### config.mk
export PLATFORM = sky130hd
export DESIGN_NAME = distribute_seq
export DESIGN_NICKNAME = d
export VERILOG_FILES = /design/src/rtl/distribute_seq.sv
export SDC_FILE = /design/constraint.sdc
export NUM_CORES = 1
export LEC_CHECK = 0
export ABC_AREA = 1
export CAP_MARGIN = 20
export CORE_MARGIN = 4
export CORE_UTILIZATION = 50
export CTS_CLUSTER_SIZE = 16
export DETAILED_ROUTE_END_ITERATION = 8
export GPL_TIMING_DRIVEN = 0
export PLACE_DENSITY = 0.74
export SYNTH_ARGS = -nofsm -noshare
export SYNTH_HDL_FRONTEND = slang
export SYNTH_SLANG_ARGS = --single-unit
### constraint.sdc
create_clock -name clk -period 2 [get_ports clk]
set_clock_uncertainty 0.2 [all_clocks]
set_input_delay 0.3 -clock clk [delete_from_list [all_inputs] [get_ports clk]]
set_output_delay 0.3 -clock clk [all_outputs]
set_load 0.1 [all_outputs]
### src/rtl/distribute_seq.sv
`default_nettype none
// ============================================================================
// Module      : distribute_seq
// Description : Sequential 1-to-2 distribution node with one FIFO per output
//               lane, unicast/multicast push and independent lane back-pressure.
// Revision    : 1.0 - initial release
// ============================================================================
module distribute_seq #(
    parameter int DATA_WIDTH = 4,
    parameter int FIFO_DEPTH = 2
) (
    input  logic                    clk,
    input  logic                    rst,
    input  logic                    i_en,
    input  logic                    i_valid,
    input  logic [DATA_WIDTH-1:0]   i_data_bus,
    input  logic [1:0]              i_dest,
    output logic                    o_ready,
    output logic [1:0]              o_valid,
    output logic [2*DATA_WIDTH-1:0] o_data_bus,
    input  logic [1:0]              i_ready
);

    localparam int c_PTR_W = (FIFO_DEPTH > 1) ? $clog2(FIFO_DEPTH) : 1;
    localparam int c_CNT_W = $clog2(FIFO_DEPTH + 1);
    localparam logic [c_CNT_W-1:0] c_FULL = c_CNT_W'(FIFO_DEPTH);

    logic [1:0] w_full;
    logic [1:0] w_push;
    logic [1:0] w_pop;

    // Acceptance looks only at registered occupancy, so a lane popping this
    // cycle still refuses a new word while it is full.
    assign o_ready = i_en & ~rst & ~|(i_dest & w_full);
    assign w_push  = {2{i_valid & o_ready}} & i_dest;
    assign w_pop   = o_valid & i_ready;

    for (genvar k = 0; k < 2; k++) begin : g_lane
        logic [DATA_WIDTH-1:0] r_mem [FIFO_DEPTH];
        logic [c_PTR_W-1:0]    r_rd_ptr;
        logic [c_PTR_W-1:0]    r_wr_ptr;
        logic [c_CNT_W-1:0]    r_count;

        assign w_full[k]  = (r_count == c_FULL);
        assign o_valid[k] = i_en & (r_count != '0);
        assign o_data_bus[k*DATA_WIDTH +: DATA_WIDTH] =
            o_valid[k] ? r_mem[r_rd_ptr] : '0;

        // Storage is not reset; occupancy alone decides what is visible.
        always_ff @(posedge clk) begin
            if (w_push[k]) begin
                r_mem[r_wr_ptr] <= i_data_bus;
            end
        end

        always_ff @(posedge clk) begin
            if (rst) begin
                r_rd_ptr <= '0;
                r_wr_ptr <= '0;
                r_count  <= '0;
            end else begin
                if (w_push[k]) begin
                    r_wr_ptr <= r_wr_ptr + 1'b1;
                end
                if (w_pop[k]) begin
                    r_rd_ptr <= r_rd_ptr + 1'b1;
                end
                case ({w_push[k], w_pop[k]})
                    2'b10:   r_count <= r_count + 1'b1;
                    2'b01:   r_count <= r_count - 1'b1;
                    default: r_count <= r_count;
                endcase
            end
        end
    end

endmodule
`default_nettype wire

==> impl_metrics.json, run 1 <==
{
  "outcome": "complete, no violations",
  "worstPathRequired_ns": 1.50,
  "fin_ws_ns": 0.0800,
  "multi_input_area_um2": 435,
  "holdWs_ns": 0.118,
  "min_path_type": "input pin to flop",
  "syn_avg_cell_area_um2": 10.7,
  "rsz0062_at_grt": "false",
  "layout.cells.non_filler": 165,
  "synth_cells": 110,
  "htreeDepth": 1,
  "drtIter0Drc": 10,
  "rr_startpoint": "g_lane[1].r_count[0]",
  "synth.area.top_cells": "edfxtp_1, dfxtp_1, inv_1, mux2_1, nand2_1",
  "power_density_nw_per_um2": 594,
  "seq_area_um2": 687,
  "antenna_found_initial": 0,
  "root_buffer": "clkbuf_4",
  "gp_congestion": 0.754,
  "wl_um": 2140,
  "slew_headroom": 0.758,
  "cts_tree": "built",
  "fill_cells": 175,
  "post-synth-top-area-cell": "edfxtp_1",
  "ant_nets": 0,
  "worstPathMaxFanout": 4,
  "dieArea_um2": 3190,
  "area_growth_pct": 34.9,
  "worst-path-buf-inv": 2,
  "drive_gt1_frac": 0.394,
  "min_period_over_period": 0.960,
  "min_from": "rst",
  "wl_per_cell_um": 13.0,
  "finalSetupViolCount": 0,
  "crit_path_cell_trace": "mux2_2 > nand2_2 > clkinvlp_4 > buf_12",
  "period_minus_slack_ns": 1.92,
  "track_usage": 0.145,
  "rows": 17,
  "cellLeakagePower_nw": 0.623,
  "io_buffers": 22,
  "place_inst": 160,
  "n_antenna_cell": 0,
  "ys_ff_latch": 26,
  "grt_overflow_total": 0,
  "cap_violations": 0,
  "layout_commonest_cell": "edfxtp_1",
  "crit_path_top_delay_cell": "dfxtp_2",
  "drc_errors": 0,
  "synth_top_cell_area_share": 0.409,
  "numCtsBuffers": 3,
  "final_cell_mix": "edfxtp_1, inv_1, nand2_2",
  "tightestPinTransition_ns": 0.361,
  "ctsHoldBuffers": 0,
  "dpl.hpwl_um": 1620,
  "postSynthNetCount": 124,
  "yosysUniqueCellTypes": 20,
  "nNetsFinal": 153,
  "grt_pass1_vias": 835,
  "cp_top_family": "flip-flops",
  "drt_first_pass_iters": 4,
  "cts.clk_slew.worst_paths_ns": 0.12,
  "ir_drop_uv": 573,
  "critPathKind": "flop to output pin",
  "die_h_um": 56.5,
  "slowest_delay_ns": 0.39,
  "grt_first_pass_wirelength_um": 3530,
  "vias": 826,
  "fp.dieW_um": 56.5,
  "via_per_inst": 5.01,
  "yosys_warnings": 0,
  "coreArea_um2": 2230,
  "seq_area_frac_synth": 0.579,
  "worstPathArrival_ns": 1.42,
  "grt_max_degree": 14,
  "worstSetupEndpointType": "output pin",
  "syn_area_um2": 1170,
  "clock_path_buffers": 2,
  "ios": 23,
  "dp_slack_ns": -1.03,
  "clock_latency_ns": 0.31,
  "slew_viol_final": 0,
  "start_util": 0.526,
  "start_kind": "flop",
  "max_freq_ghz": 0.521,
  "clkSinkCount": 26,
  "final_hold_viol_count": 0
}
## power by group
part / internal (mW) / leakage, nW / total, mW / switching, mW
logic: 0.0542 / 0.382 / 0.147 / 0.0924
clock network: 0.0704 / 0.0138 / 0.209 / 0.139
registers: 0.579 / 0.228 / 0.586 / 0.00775
## cells in the mapped netlist
master	count
xor2_1	4
inv_2	3
nor2_4	2
inv_1	20
ha_1	2
nand3_2	1
nor2_1	9
a21oi_1	4
a21oi_4	1
o21ai_1	2
mux2_1	6
nor2_2	3
edfxtp_1	16
nand4_1	2
nand2_2	3
nand2_1	16
dfxtp_1	10
mux2_2	2
o21ai_0	2
nand4_2	2
## worst paths after layout
check        depth (start not counted)  slack, ns                   end
max                                  4       0.08         o_data_bus[5]
max reg2reg                         10       0.19  g_lane[1].r_count[1]
min reg2reg                          1       0.27  g_lane[1].r_count[0]
min                                  2       0.12                  flop
## cells by family (layout without fill, tap and decap cells)
kind of cell / count (synthesis) / in the layout / share of synthesized area
DFF: 26 / 26 / 0.579
buffers and inverters: 23 / 50 / 0.0735
and+or+nand+nor: 38 / 38 / 0.171
AOI/OAI and AO/OA: 9 / 9 / 0.0479
adders and majority gates: 2 / 2 / 0.0213
muxes: 8 / 8 / 0.0767
xor gates and xnor gates: 4 / 4 / 0.0298
## layer usage
metal / up-vias / part of all wire / track usage
li1: 408 / - / -
met1: 395 / 0.37 / 0.131
met2: 19 / 0.57 / 0.300
met3: 4 / 0.049 / 0.0253
met4: 0 / 0.013 / 0.0610
met5: - / 0 / 0
## state kept, by name, summed over array words and instances, names as in the netlist, named ones only
| signal | count |
|---|---|
| g_lane.r_count | 4 |
| g_lane.r_wr_ptr | 2 |
| g_lane.r_mem | 16 |
| g_lane.r_rd_ptr | 2 |
## final cells by class
class / count / area share
flip-flops and latches: 26 / 0.433
multi-input cells: 61 / 0.275
repair buffers: 24 / 0.182
inverters: 23 / 0.0734
well taps: 28 / 0.0221
clock buffers: 3 / 0.0142
## metrics by stage
| stage | power [mW] | setup TNS (ns) | utilization | cell area, um^2 |
|---|---|---|---|---|
| 3_5_place_dp | 0.735 | -13.17 | 0.662 | 1480 |
| 6_report | 0.942 | 0 | 0.710 | 1590 |
| 4_1_cts | 0.949 | -0.0617 | 0.702 | 1570 |
| 5_1_grt | 0.978 | 0 | 0.710 | 1590 |
| 3_3_place_gp | 0.731 | -12.28 | 0.662 | 1480 |
| 2_1_floorplan | 0.684 | -0.464 | - | 1220 |
## timing repair
item	4_1_cts	5_1_grt
setup endpoints to repair	12	11
pin swaps	0	1
buffers inserted	2	0
resized for setup	87	7
No activity file was read; power rests on OpenSTA's default activity.
==> run 2, diff against run 1 <==
- CORE_UTILIZATION: 50 -> 55
- DONT_BUFFER_PORTS: default -> 1
- PLACE_DENSITY: 0.74 -> 0.66
- SETUP_SLACK_MARGIN: default -> 0.5
==> impl_metrics.json, run 2 (synthesis results as in run 1) <==
{
  "outcome": "finished, violations left",
  "failed_checks": "setup timing",
  "ios": 23,
  "grt_overflow_total": 0,
  "postLayoutCellArea_um2": 1680,
  "start_util": 0.587,
  "fin_ws_ns": -0.482,
  "layout_commonest_cell": "edfxtp_1",
  "fill_cells": 94,
  "clkPwrFrac": 0.323,
  "reg_top3": "g_lane.r_mem (16), g_lane.r_count (4)",
  "holdWs_ns": 0.0840,
  "numCtsBuffers": 3,
  "crit_path_cell_trace": "inv_2 > a21oi_4 > nand2_2 > clkinvlp_4",
  "grt_max_degree": 16,
  "ant_nets": 0,
  "power_density_nw_per_um2": 648,
  "cts.clk_slew.worst_paths_ns": 0.13,
  "vias": 887,
  "cts_tree": "built",
  "area_growth_pct": 43.2,
  "pwr-share-comb": 0.141,
  "slowest_delay_ns": 0.72,
  "ir_drop_uv": 612,
  "gp_congestion": 0.646,
  "wl_um": 3140,
  "worstPathArrival_ns": 1.98,
  "final_hold_viol_count": 0,
  "cap_violations": 0,
  "internal_power_mw": 0.829,
  "grt_first_pass_wirelength_um": 4020,
  "slew_headroom": 0.393,
  "rows": 16,
  "wl_per_cell_um": 19.0,
  "slew_viol_final": 0,
  "fp.dieW_um": 54.2,
  "tightestPinTransition_ns": 0.908,
  "placed_area_um2": 1270,
  "min_path_type": "input pin to flop",
  "rsz0062_at_grt": "true",
  "dieArea_um2": 2940,
  "critPathKind": "flop to output pin",
  "p_switching_mw": 0.261,
  "root_buffer": "clkbuf_4",
  "clkSinkCount": 26,
  "die_h_um": 54.2,
  "clock_path_buffers": 2,
  "cp_top_family": "compound AO/OA/AOI/OAI gates",
  "p_total_mw": 1.09,
  "cellLeakagePower_nw": 0.623,
  "grt_pass1_vias": 904,
  "antenna_found_initial": 0,
  "startpoint": "g_lane[1].r_count[1]",
  "worstSetupEndpointType": "output pin",
  "rr_startpoint": "g_lane[1].r_count[1]",
  "layout.cells.non_filler": 165,
  "via_per_inst": 5.38,
  "drc_errors": 0,
  "n_antenna_cell": 0,
  "regMostFlops": "g_lane.r_mem",
  "largest_reg_flops": 16,
  "htreeDepth": 1,
  "drtIter0Drc": 23,
  "seqPwrFrac": 0.536,
  "crit_path_top_delay_cell": "a21oi_4",
  "worstPathMaxFanout": 6,
  "max_freq_ghz": 0.403,
  "finalSetupTns_ns": -6.17,
  "start_kind": "flop",
  "swShare": 0.239,
  "track_usage": 0.193,
  "worstPathRequired_ns": 1.50,
  "coreArea_um2": 2000,
  "worst-path-buf-inv": 2,
  "finalSetupViolCount": 25,
  "dpl.hpwl_um": 1500,
  "drive_gt1_frac": 0.587,
  "nNetsFinal": 153,
  "final_cell_mix": "edfxtp_1, buf_4, nand2_2, clkinvlp_4",
  "min_period_over_period": 1.24,
  "clock_latency_ns": 0.31,
  "min_from": "i_dest[1]",
  "io_buffers": 0,
  "period_minus_slack_ns": 2.48,
  "place_inst": 137,
  "drt_first_pass_iters": 4
}
[run 2: layer usage]
layer  vias to the layer above  GRT usage  share of wire  wire length (um)
li1                        413          -              -                 -
met1                       431      0.235           0.39              1230
met2                        36      0.337           0.53              1660
met3                         7     0.0463          0.058               182
met4                         0     0.0581          0.022                70
met5                         -          0              0                 0
[run 2: final timing paths]
check / slack [ns] / cells after the start / to
worst max-delay path: -0.48 / 4 / o_data_bus[5]
worst min-delay path: 0.08 / 4 / g_lane[1].r_wr_ptr
worst max register to register: -0.29 / 9 / g_lane[1].r_count[1]
worst min register to register: 0.37 / 2 / flop
[run 2: area by class of cell]
| type | instances | area, um^2 | share of cell area |
|---|---|---|---|
| Clock inverter | 1 | 30.0 | 0.0178 |
| Timing Repair Buffer | 24 | 218 | 0.129 |
| Inverter | 23 | 121 | 0.0721 |
| Multi-Input combinational cell | 61 | 567 | 0.337 |
| Clock buffer | 3 | 22.5 | 0.0134 |
| Tap cell | 27 | 33.8 | 0.0201 |
| Sequential cell | 26 | 691 | 0.410 |
[run 2: what timing repair did]
item	CTS	global route
hold endpoints to repair	26	0
setup endpoints to repair	37	37
pin swaps	21	19
setup buffers	12	7
hold buffers	5	0
cloned	0	0
resized for setup	29	11
[run 2: stage by stage]
| step | util | setup WS, ns |
|---|---|---|
| after floorplan | - | -0.0662 |
| after global placement | 0.637 | -0.178 |
| after detailed placement | 0.637 | -0.224 |
| after CTS | 0.794 | -0.462 |
| after global routing | 0.841 | -0.587 |
| final | 0.841 | -0.482 |
[run 2: worst register-to-register path, delay by kind of cell (launching register included)]
kind / cells / cell delay, ns
simple gates: 2 / 0.26
flops: 1 / 0.38
fa+ha+maj: 1 / 0.13
buf+inv: 2 / 0.18
compound gates: 3 / 0.93
xor+xnor: 1 / 0.13
[run 2: power by group through the flow]
stage | Combinational, mW | Clock [mW] | Sequential (mW)
after detailed placement | 0.0976 | 0 | 0.598
after global placement | 0.0952 | 0 | 0.598
final | 0.153 | 0.352 | 0.585
after CTS | 0.134 | 0.353 | 0.585
after global routing | 0.162 | 0.378 | 0.586
after floorplan | 0.0896 | 0 | 0.596
